`src/rtl/key_conditioner_pkg.sv`:
```
// Shared definitions for the key conditioner: keypad FSM encoding,
// default timing constants and keypad pattern helpers.
`timescale 1ns/1ps
package key_conditioner_pkg;

    // Keypad FSM state encoding
    typedef enum logic [1:0] {
        IDLE      = 2'd0,
        DEB_PRESS = 2'd1,
        PRESSED   = 2'd2,
        DEB_REL   = 2'd3
    } kp_state_t;

    // Default timing, in clk cycles at 1 kHz
    localparam int DEF_DEB_CYC   = 20;
    localparam int DEF_RPT_DELAY = 500;
    localparam int DEF_RPT_RATE  = 100;

    localparam int KEY_N      = 10;
    localparam int KEY_CODE_W = 4;

    // Index of the highest set bit; only meaningful for a one-hot pattern
    function automatic logic [KEY_CODE_W-1:0] key_index(input logic [KEY_N-1:0] v);
        logic [KEY_CODE_W-1:0] idx;
        idx = '0;
        for (int i = 0; i < KEY_N; i++) begin
            if (v[i]) idx = KEY_CODE_W'(i);
        end
        return idx;
    endfunction

    // Number of keypad lines currently active
    function automatic logic [3:0] key_count(input logic [KEY_N-1:0] v);
        logic [3:0] n;
        n = '0;
        for (int i = 0; i < KEY_N; i++) begin
            n = n + {3'b000, v[i]};
        end
        return n;
    endfunction

endpackage

```
`src/rtl/key_conditioner_btn_debounce.sv`:
```
// Single push-button conditioner: 2-flop synchroniser, stability counter
// holding a debounced level, and a one-cycle pulse on each debounced press.
`timescale 1ns/1ps
module btn_debounce
    import key_conditioner_pkg::*;
#(
    parameter int DEB_CYC = DEF_DEB_CYC
) (
    input  logic clk,
    input  logic rst,
    input  logic btn_raw,
    output logic pulse
);

    localparam int            CW       = (DEB_CYC > 1) ? $clog2(DEB_CYC) : 1;
    localparam logic [CW-1:0] CNT_LAST = CW'(DEB_CYC - 1);

    logic          sync_p0;
    logic          sync_p1;
    logic          level;
    logic [CW-1:0] cnt;

    // Saturating increment so the counter can never wrap
    function automatic logic [CW-1:0] cnt_inc(input logic [CW-1:0] c);
        return (c == CNT_LAST) ? c : c + CW'(1);
    endfunction

    // Two-flop synchroniser for the asynchronous button line
    always_ff @(posedge clk or negedge rst) begin
        if (!rst) begin
            sync_p0 <= 1'b0;
            sync_p1 <= 1'b0;
        end else begin
            sync_p0 <= btn_raw;
            sync_p1 <= sync_p0;
        end
    end

    // Level flips after DEB_CYC consecutive disagreeing samples; pulse on 0->1
    always_ff @(posedge clk or negedge rst) begin
        if (!rst) begin
            level <= 1'b0;
            cnt   <= '0;
            pulse <= 1'b0;
        end else begin
            pulse <= 1'b0;
            if (sync_p1 == level) begin
                cnt <= '0;
            end else if (cnt == CNT_LAST) begin
                level <= sync_p1;
                cnt   <= '0;
                pulse <= sync_p1;
            end else begin
                cnt <= cnt_inc(cnt);
            end
        end
    end

endmodule

```
`src/rtl/key_conditioner.sv`:
```
// Front-panel input conditioner: debounced mode/start buttons and a
// debounced 10-key keypad with single-key acceptance and auto-repeat.
`timescale 1ns/1ps
module key_conditioner
    import key_conditioner_pkg::*;
#(
    parameter int DEB_CYC   = DEF_DEB_CYC,
    parameter int RPT_DELAY = DEF_RPT_DELAY,
    parameter int RPT_RATE  = DEF_RPT_RATE
) (
    input  logic                  clk,
    input  logic                  rst,
    input  logic                  mode_btn,
    input  logic                  start_btn,
    input  logic [KEY_N-1:0]      keypad_raw,
    output logic                  mode_pulse,
    output logic                  start_pulse,
    output logic                  key_valid,
    output logic [KEY_CODE_W-1:0] key_code,
    output logic                  key_held,
    output logic                  multi_key_err
);

    localparam int            CW       = (DEB_CYC > 1) ? $clog2(DEB_CYC) : 1;
    localparam logic [CW-1:0] DEB_FULL = CW'(DEB_CYC - 1);

    localparam int            RMAX      = (RPT_DELAY > RPT_RATE) ? RPT_DELAY : RPT_RATE;
    localparam int            RW        = (RMAX > 1) ? $clog2(RMAX) : 1;
    localparam logic [RW-1:0] DLY_LAST  = RW'(RPT_DELAY - 1);
    localparam logic [RW-1:0] RATE_LAST = RW'(RPT_RATE - 1);
    localparam logic [RW-1:0] RCNT_SAT  = RW'(RMAX - 1);

    // Button paths are fully independent of the keypad path
    btn_debounce #(.DEB_CYC(DEB_CYC)) u_mode_deb (
        .clk     (clk),
        .rst     (rst),
        .btn_raw (mode_btn),
        .pulse   (mode_pulse)
    );

    btn_debounce #(.DEB_CYC(DEB_CYC)) u_start_deb (
        .clk     (clk),
        .rst     (rst),
        .btn_raw (start_btn),
        .pulse   (start_pulse)
    );

    logic [KEY_N-1:0]      kp_p0;
    logic [KEY_N-1:0]      kp_p1;

    kp_state_t             state, state_nx;
    logic [CW-1:0]         cnt, cnt_nx;
    logic [RW-1:0]         rcnt, rcnt_nx;
    logic                  rep, rep_nx;
    logic [KEY_N-1:0]      pat, pat_nx;
    logic [KEY_CODE_W-1:0] code_nx;
    logic                  valid_nx;
    logic                  match;
    logic [3:0]            n_keys;
    logic [RW-1:0]         rpt_last;

    // Saturating increments so neither counter can wrap
    function automatic logic [CW-1:0] cnt_inc(input logic [CW-1:0] c);
        return (c == DEB_FULL) ? c : c + CW'(1);
    endfunction

    function automatic logic [RW-1:0] rcnt_inc(input logic [RW-1:0] c);
        return (c == RCNT_SAT) ? c : c + RW'(1);
    endfunction

    // Two-flop synchroniser for all keypad lines
    always_ff @(posedge clk or negedge rst) begin
        if (!rst) begin
            kp_p0 <= '0;
            kp_p1 <= '0;
        end else begin
            kp_p0 <= keypad_raw;
            kp_p1 <= kp_p0;
        end
    end

    assign match    = (kp_p1 == pat);
    assign n_keys   = key_count(kp_p1);
    // First repeat waits RPT_DELAY held cycles, later ones RPT_RATE
    assign rpt_last = rep ? RATE_LAST : DLY_LAST;

    // Keypad FSM next-state, counters and strobe decode
    always_comb begin
        state_nx = state;
        cnt_nx   = cnt;
        rcnt_nx  = rcnt;
        rep_nx   = rep;
        pat_nx   = pat;
        code_nx  = key_code;
        valid_nx = 1'b0;
        case (state)
            IDLE: begin
                if (n_keys == 4'd1) begin
                    pat_nx   = kp_p1;
                    cnt_nx   = '0;
                    state_nx = DEB_PRESS;
                end
            end
            DEB_PRESS: begin
                if (!match) begin
                    cnt_nx   = '0;
                    state_nx = IDLE;
                end else if (cnt_inc(cnt) == DEB_FULL) begin
                    cnt_nx   = '0;
                    rcnt_nx  = '0;
                    rep_nx   = 1'b0;
                    valid_nx = 1'b1;
                    code_nx  = key_index(pat);
                    state_nx = PRESSED;
                end else begin
                    cnt_nx = cnt_inc(cnt);
                end
            end
            PRESSED: begin
                if (!match) begin
                    // Any other pattern, including a second key, starts release
                    cnt_nx   = '0;
                    state_nx = DEB_REL;
                end else if (rcnt == rpt_last) begin
                    rcnt_nx  = '0;
                    rep_nx   = 1'b1;
                    valid_nx = 1'b1;
                end else begin
                    rcnt_nx = rcnt_inc(rcnt);
                end
            end
            DEB_REL: begin
                if (match) begin
                    // Bounce back to the held key: restart the repeat schedule
                    cnt_nx   = '0;
                    rcnt_nx  = '0;
                    rep_nx   = 1'b0;
                    state_nx = PRESSED;
                end else if (cnt_inc(cnt) == DEB_FULL) begin
                    cnt_nx   = '0;
                    state_nx = IDLE;
                end else begin
                    cnt_nx = cnt_inc(cnt);
                end
            end
            default: begin
                state_nx = IDLE;
            end
        endcase
    end

    // Keypad FSM state, counters and registered strobe/code
    always_ff @(posedge clk or negedge rst) begin
        if (!rst) begin
            state     <= IDLE;
            cnt       <= '0;
            rcnt      <= '0;
            rep       <= 1'b0;
            pat       <= '0;
            key_code  <= '0;
            key_valid <= 1'b0;
        end else begin
            state     <= state_nx;
            cnt       <= cnt_nx;
            rcnt      <= rcnt_nx;
            rep       <= rep_nx;
            pat       <= pat_nx;
            key_code  <= code_nx;
            key_valid <= valid_nx;
        end
    end

    assign key_held      = (state == PRESSED) || (state == DEB_REL);
    assign multi_key_err = (state == IDLE) && (n_keys > 4'd1);

endmodule

```
`config.mk`:
```
export PLATFORM = sky130hd
export DESIGN_NAME = key_conditioner
export DESIGN_NICKNAME = d
export VERILOG_FILES = /design/src/rtl/key_conditioner_pkg.sv /design/src/rtl/key_conditioner_btn_debounce.sv /design/src/rtl/key_conditioner.sv
export SDC_FILE = /design/constraint.sdc
export NUM_CORES = 1
export LEC_CHECK = 0
export ABC_AREA = 1
export CORE_AREA = 2 2 85 87
export DETAILED_ROUTE_END_ITERATION = 7
export DIE_AREA = 0 0 87 89
export PLACE_DENSITY = 0.73
export SYNTH_ARGS = -nofsm -noshare
export SYNTH_HDL_FRONTEND = slang
export SYNTH_SLANG_ARGS = --single-unit
export TNS_END_PERCENT = 20
```
`constraint.sdc`:
```
create_clock -name clk -period 3.3 [get_ports clk]
set_clock_uncertainty 0.05 [all_clocks]
set_input_delay 0.495 -clock clk [delete_from_list [all_inputs] [get_ports clk]]
set_output_delay 0.495 -clock clk [all_outputs]
set_load 0.01 [all_outputs]
```
==> impl_metrics.env, run 1 <==
export IMPL_status="complete, but fails checks"
export IMPL_violations="negative setup slack"
export IMPL_ys_seq_area_share_pct=50.2
export IMPL_vdd_drop_max_mv=0.428
export IMPL_die_y_um=89
export IMPL_drt_iter0_drc=141
export IMPL_port_buffers=22
export IMPL_fmax_ghz=0.257
export IMPL_maxSlewViolCount=0
export IMPL_critPathBufInv=4
export IMPL_ant_nets=0
export IMPL_tightestPinTransition_ns=0.771
export IMPL_synth_top_area_share_pct=50.2
export IMPL_cts_tree="done"
export IMPL_synth_area_um2=3490
export IMPL_core_um2=6720
export IMPL_grt_max_degree=37
export IMPL_required_ns=2.75
export IMPL_firstDrtPassIters=5
export IMPL_pre_cts_ws_ns=-0.697
export IMPL_p_per_area_nw_per_um2=598
export IMPL_setup_violations=18
export IMPL_antenna_found_initial=0
export IMPL_maxCapViolations=0
export IMPL_met2WireLength_um=2930
export IMPL_routedLengthMet1_um=3000
export IMPL_htree_levels=3
export IMPL_syn_inst=400
export IMPL_synth_edf_count=0
export IMPL_relSlewSlack_pct=48.6
export IMPL_finalInstanceArea_um2=4120
export IMPL_overflow=0
export IMPL_fin_tns_setup_ns=-8.01
export IMPL_syn_nets=430
export IMPL_leakagePower_nw=2.02
export IMPL_ys_warn_count=0
export IMPL_final_util_pct=61.3
export IMPL_clk_latency_ns=0.35
export IMPL_path_cells="fa_1 -> fa_1 -> inv_1 -> fa_1 -> inv_2 -> ha_4 -> inv_2 -> fa_2 -> a21oi_2 -> buf_2"
export IMPL_worstHoldPathType="input port to async pin"
export IMPL_cts_sinks=70
export IMPL_wl_per_cell_um=11.8
export IMPL_finalWorstSetupSlack_ns=-0.594
export IMPL_vias=2641
export IMPL_io_pins=23
export IMPL_fin_hold_ws_ns=0.163
export IMPL_first_global_vias=2559
export IMPL_drc=0
export IMPL_crit_family="adder cells"
export IMPL_placed_cell_area_um2=3870
export IMPL_globalplace_congestion=0.799
export IMPL_cpMostUsedCell="fa_1"
export IMPL_start_kind="flop"
export IMPL_arrival_ns=3.35
export IMPL_dieArea_um2=7740
export IMPL_yosys_top_cells_area="dfrtp_1, nand2_1, inv_1"
export IMPL_period_share_pct=118
export IMPL_path_class="flop to output pin"
export IMPL_drt_wl_total_um=6250
export IMPL_nets=476
export IMPL_critPathCaptureType="output pin"
export IMPL_clock_root_buffer="clkbuf_8"
export IMPL_synth_seq_cells=70
export IMPL_wl_met3_um=227
export IMPL_grt_pass1_wl_um=11200
export IMPL_top_layer="met4"
export IMPL_synth_flop_cell="dfrtp_1"
export IMPL_syn_area_per_cell_um2=8.72
export IMPL_hold_viol_final=0
export IMPL_row_count=30
export IMPL_synth_most_common_cell="nand2_1"
export IMPL_synthArstFlopShare_pct=100
export IMPL_hpwl_um=4410
export IMPL_vias_per_cell=4.97
export IMPL_path_clk_slew_ns=0.08
export IMPL_die_w_um=87
export IMPL_max_clock_path_buffers=2
export IMPL_period_minus_slack_ns=3.89
export IMPL_start_util_pct=51.9
export IMPL_grt_setup_unrepaired="yes"
export IMPL_synth_top_area_cell="dfrtp_1"
export IMPL_grt_use_total_pct=18.7
export IMPL_cts_buffers=9
export IMPL_worstPathMaxFanout=2
export IMPL_slowest_delay_ns=0.51
export IMPL_layout_drive_gt1_share_pct=16.0
export IMPL_yosys_top_cells_count="nand2_1, dfrtp_1, inv_1"
export IMPL_syn_to_final_growth_pct=18.2
export IMPL_synth_cell_types=33
export IMPL_n_antenna_cell=0
export IMPL_cp_slowest_cell="fa_1"
[cell usage in the layout, fill, tap and decap left out, types with 8 or more instances in the layout]
| cell type | instances |
|---|---|
| dfrtp_1 | 70 |
| buf_4 | 15 |
| nand2_1 | 104 |
| clkdlybuf4s50_1 | 20 |
| nand3_1 | 19 |
| nor3_1 | 8 |
| inv_1 | 49 |
| o21ai_1 | 14 |
| o21ai_0 | 19 |
| nor2_1 | 27 |
| ha_1 | 9 |
| nand2_2 | 10 |
| clkbuf_8 | 10 |
[worst reg2reg max path, stage by stage, from the launching register on]
cell and delay, ns:
dfrtp_1 0.41, fa_1 0.50, fa_1 0.51, inv_1 0.05, fa_1 0.45, inv_2 0.08, ha_4 0.13, inv_2 0.03
fa_2 0.32, inv_2 0.07, nand4_1 0.08, o21ai_2 0.10, buf_4 0.13, buf_4 0.09, buf_4 0.09, nand3_1 0.09
nand2_2 0.11, nand2_4 0.07, buf_4 0.14, nand2_1 0.04, o21ai_0 0.08
[final timing paths]
check | slack [ns] | from | end | depth (start not counted)
max | -0.59 | kp_p1[1] | multi_key_err | 10
min | 0.16 | rst | u_mode_deb.cnt[1] | 1
max reg2reg | -0.46 | kp_p1[1] | cnt[2] | 20
min reg2reg | 0.30 | kp_p0[8] | kp_p1[8] | 0
max in group asynchronous | 2.26 | rst | rep | 2
min in group clk | 0.30 | kp_p0[8] | kp_p1[8] | 0
[state kept, by name, summed over array words and instances, names as in the netlist, named ones only]
signal               count
kp_p0                   10
kp_p1                   10
pat                     10
rcnt                     9
cnt                      5
u_mode_deb.cnt           5
u_start_deb.cnt          5
key_code                 4
key_valid                1
rep                      1
state                    1
u_mode_deb.level         1
u_mode_deb.pulse         1
u_mode_deb.sync_p0       1
u_mode_deb.sync_p1       1
u_start_deb.level        1
u_start_deb.pulse        1
u_start_deb.sync_p0      1
u_start_deb.sync_p1      1
[timing repair]
item / CTS / global route
resized for setup: 9 / 7
pin swaps: 5 / 4
setup endpoints to repair: 18 / 18
setup buffers: 4 / 1
hold buffers: 0 / 0
[stage by stage]
stage | instances | total power [mW]
after floorplan | 400 | 1.59
after global placement | 510 | 1.76
after detailed placement | 510 | 1.79
after CTS | 530 | 2.45
after global routing | 531 | 2.66
final | 531 | 2.47
[area by class of cell]
cell class,count,area [µm²]
Timing Repair Buffer,38,334
Fill cell,563,2600
Clock buffer,10,138
Multi-Input combinational cell,267,1520
Clock inverter,6,46.3
Inverter,60,229
Sequential cell,70,1750
Tap cell,80,100
[where the power goes]
group / internal, mW / switching, mW / total, mW
clock network: 0.296 / 0.340 / 0.636
registers: 0.951 / 0.0863 / 1.04
logic: 0.304 / 0.489 / 0.793
[kinds of logic after synthesis]
logic type	Yosys count	synth area share [%]
buf+inv	63	7.03
fa+ha+maj	16	7.03
simple gates	193	25.7
xor+xnor	13	3.27
flops	70	50.2
compound gates	45	6.75
[per-layer routing]
metal	vias up	global-route usage, %
met5	-	0
met4	0	6.82
met3	9	4.99
met2	45	30.5
met1	1241	24.1
li1	1346	-
Note: power is estimated with default switching activity, not from simulation.
==> run 2: changes to the inputs <==
--- a/config.mk
+++ b/config.mk
@@ -6,6 +6,7 @@
 export NUM_CORES = 1
 export LEC_CHECK = 0
 export ABC_AREA = 1
+export ABC_CLOCK_PERIOD_IN_PS = 3300
 export CORE_AREA = 2 2 85 87
 export DETAILED_ROUTE_END_ITERATION = 7
 export DIE_AREA = 0 0 87 89
==> results of run 2 <==
Final layout, timing and power as in run 1 (identical DEF).
==> run 3: changes to the inputs <==
--- a/config.mk
+++ b/config.mk
@@ -7,9 +7,9 @@
 export LEC_CHECK = 0
 export ABC_AREA = 1
 export ABC_CLOCK_PERIOD_IN_PS = 3300
-export CORE_AREA = 2 2 85 87
+export CORE_AREA = 5 5 88 90
 export DETAILED_ROUTE_END_ITERATION = 7
-export DIE_AREA = 0 0 87 89
+export DIE_AREA = 0 0 93 95
 export PLACE_DENSITY = 0.73
 export SYNTH_ARGS = -nofsm -noshare
 export SYNTH_HDL_FRONTEND = slang
==> run 3 against run 2 <==
Net effect: the run still ends with negative setup slack left; design area increased by 2.0%; routed wire length rose by 2.3%; critical path depth did not move; sequential share of layout area shrank 0.85 points; critical path type unchanged; largest power group unchanged.
==> impl_metrics.env, run 3 (synthesis gave the netlist of run 1 again) <==
export IMPL_syn_to_final_growth_pct=20.6
export IMPL_seqPwrFrac_pct=38.8
export IMPL_worst_r2r_path_depth=16
export IMPL_nets=479
export IMPL_ctsHoldBuffers=0
export IMPL_path_cells="fa_1 -> fa_1 -> inv_1 -> fa_1 -> inv_1 -> ha_2 -> inv_2 -> fa_2 -> a21oi_2 -> buf_2"
export IMPL_grt_use_total_pct=16.2
export IMPL_port_buffers=22
export IMPL_fmax_ghz=0.258
export IMPL_drt_iter0_drc=73
export IMPL_pwr_share_clk_pct=28.3
export IMPL_hpwl_um=4640
export IMPL_layout_commonest_cell="nand2_1"
export IMPL_status="complete, but fails checks"
export IMPL_hold_viol_final=0
export IMPL_finalWorstSetupSlack_ns=-0.577
export IMPL_firstDrtPassIters=6
export IMPL_layout_drive_gt1_share_pct=17.2
export IMPL_period_minus_slack_ns=3.88
export IMPL_grt_max_degree=47
export IMPL_grt_setup_unrepaired="yes"
export IMPL_r2r_end="pat[9]"
export IMPL_vdd_drop_max_mv=0.318
export IMPL_clock_root_buffer="clkbuf_8"
export IMPL_antenna_found_initial=0
export IMPL_intPower_mw=1.72
export IMPL_vias_per_cell=4.95
export IMPL_leakagePower_nw=2.06
export IMPL_row_count=31
export IMPL_worstPathMaxFanout=2
export IMPL_required_ns=2.75
export IMPL_cpMostUsedCell="fa_1"
export IMPL_largestRegisters="kp_p0: 10 flops, kp_p1: 10 flops, pat: 10 flops"
export IMPL_drt_wl_total_um=6390
export IMPL_start_kind="flop"
export IMPL_layout_common_cells="nand2_1, dfrtp_1, inv_1"
export IMPL_cp_slowest_cell="fa_1"
export IMPL_critPathCaptureType="output pin"
export IMPL_crit_family="adder cells"
export IMPL_n_antenna_cell=0
export IMPL_globalplace_congestion=0.799
export IMPL_p_per_area_nw_per_um2=635
export IMPL_path_clk_slew_ns=0.07
export IMPL_die_y_um=95
export IMPL_r2r_slack_ns=-0.29
export IMPL_cts_tree="done"
export IMPL_path_class="flop to output pin"
export IMPL_slowest_delay_ns=0.52
export IMPL_switching_share_pct=35.6
export IMPL_violations="negative setup slack"
export IMPL_arrival_ns=3.33
export IMPL_pre_cts_ws_ns=-0.686
export IMPL_setup_violations=18
export IMPL_wl_per_cell_um=11.9
export IMPL_core_um2=6980
export IMPL_worstHoldPathType="input port to async pin"
export IMPL_start_util_pct=49.9
export IMPL_cts_sinks=70
export IMPL_drc=0
export IMPL_ant_nets=0
export IMPL_final_util_pct=60.2
export IMPL_switching_power_mw=0.950
export IMPL_dieArea_um2=8840
export IMPL_htree_levels=3
export IMPL_vias=2652
export IMPL_clk_latency_ns=0.35
export IMPL_maxCapViolations=0
export IMPL_pwr_share_comb_pct=32.9
export IMPL_first_global_vias=2588
export IMPL_die_w_um=93
export IMPL_io_pins=23
export IMPL_overflow=0
export IMPL_critPathBufInv=4
export IMPL_relSlewSlack_pct=32.9
export IMPL_grt_pass1_wl_um=11100
export IMPL_max_clock_path_buffers=2
export IMPL_maxSlewViolCount=0
export IMPL_worst_r2r_startpoint="kp_p1[1]"
export IMPL_period_share_pct=117
export IMPL_cts_buffers=9
export IMPL_tightestPinTransition_ns=1.01
[run 3: cell types whose count changed in the layout (fill, tap and decap cells not counted), moves of 2 or more]
cell	before	now
buf_4	15	19
nand2_4	3	5
o21ai_0	19	17
bufinv_16	0	2
o21ai_2	1	3
[run 3: layer usage]
layer,global-route usage (%),wire length [µm]
met1,19.3,2810
met2,27.7,3180
met3,4.22,293
met4,6.96,110
met5,0,0
[run 3: timing repair]
item | in CTS | in global routing
endpoints found under the hold margin | 0 | 0
pin swaps | 6 | 4
buffers inserted | 2 | 5
cloned | 0 | 0
setup endpoints to repair | 18 | 18
gates resized for setup | 6 | 18
[run 3: final cells by class]
type / instances / area, µm²
Timing Repair Buffer: 41 / 353
Inverter: 60 / 231
Clock inverter: 6 / 93.8
Tap cell: 82 / 103
Multi-Input combinational cell: 267 / 1550
Sequential cell: 70 / 1750
Fill cell: 580 / 2780
Clock buffer: 10 / 128
[run 3: worst max path at each step]
stage | startpoint | end | slack [ns] | cells past startpoint
after global placement | kp_p1[9] | multi_key_err | -0.65 | 10
final | kp_p1[1] | multi_key_err | -0.58 | 10
after floorplan | kp_p1[9] | state[0] | -0.09 | 18
after detailed placement | kp_p1[9] | multi_key_err | -0.69 | 10
after global routing | kp_p1[1] | multi_key_err | -0.77 | 13
after CTS | kp_p1[3] | multi_key_err | -0.60 | 10
[run 3: per-stage QoR]
stage                     area [µm²]  setup TNS (ns)  instances  hold slack [ns]  power (mW)
after floorplan                 3500          -0.666        400            0.149        1.59
after global placement          3900           -4.30        515            0.282        1.78
after detailed placement        3900           -5.62        515            0.285        1.81
after CTS                       4140           -7.15        533            0.299        2.59
after global routing            4210           -9.21        536            0.310        2.86
final                           4210           -5.16        536            0.253        2.67
[run 3: power by group through the flow]
stage	combinational, mW	clock [mW]	sequential, mW
after global routing	0.988	0.822	1.05
after global placement	0.737	0	1.04
after floorplan	0.560	0	1.03
final	0.880	0.756	1.04
after detailed placement	0.762	0	1.05
after CTS	0.779	0.782	1.03
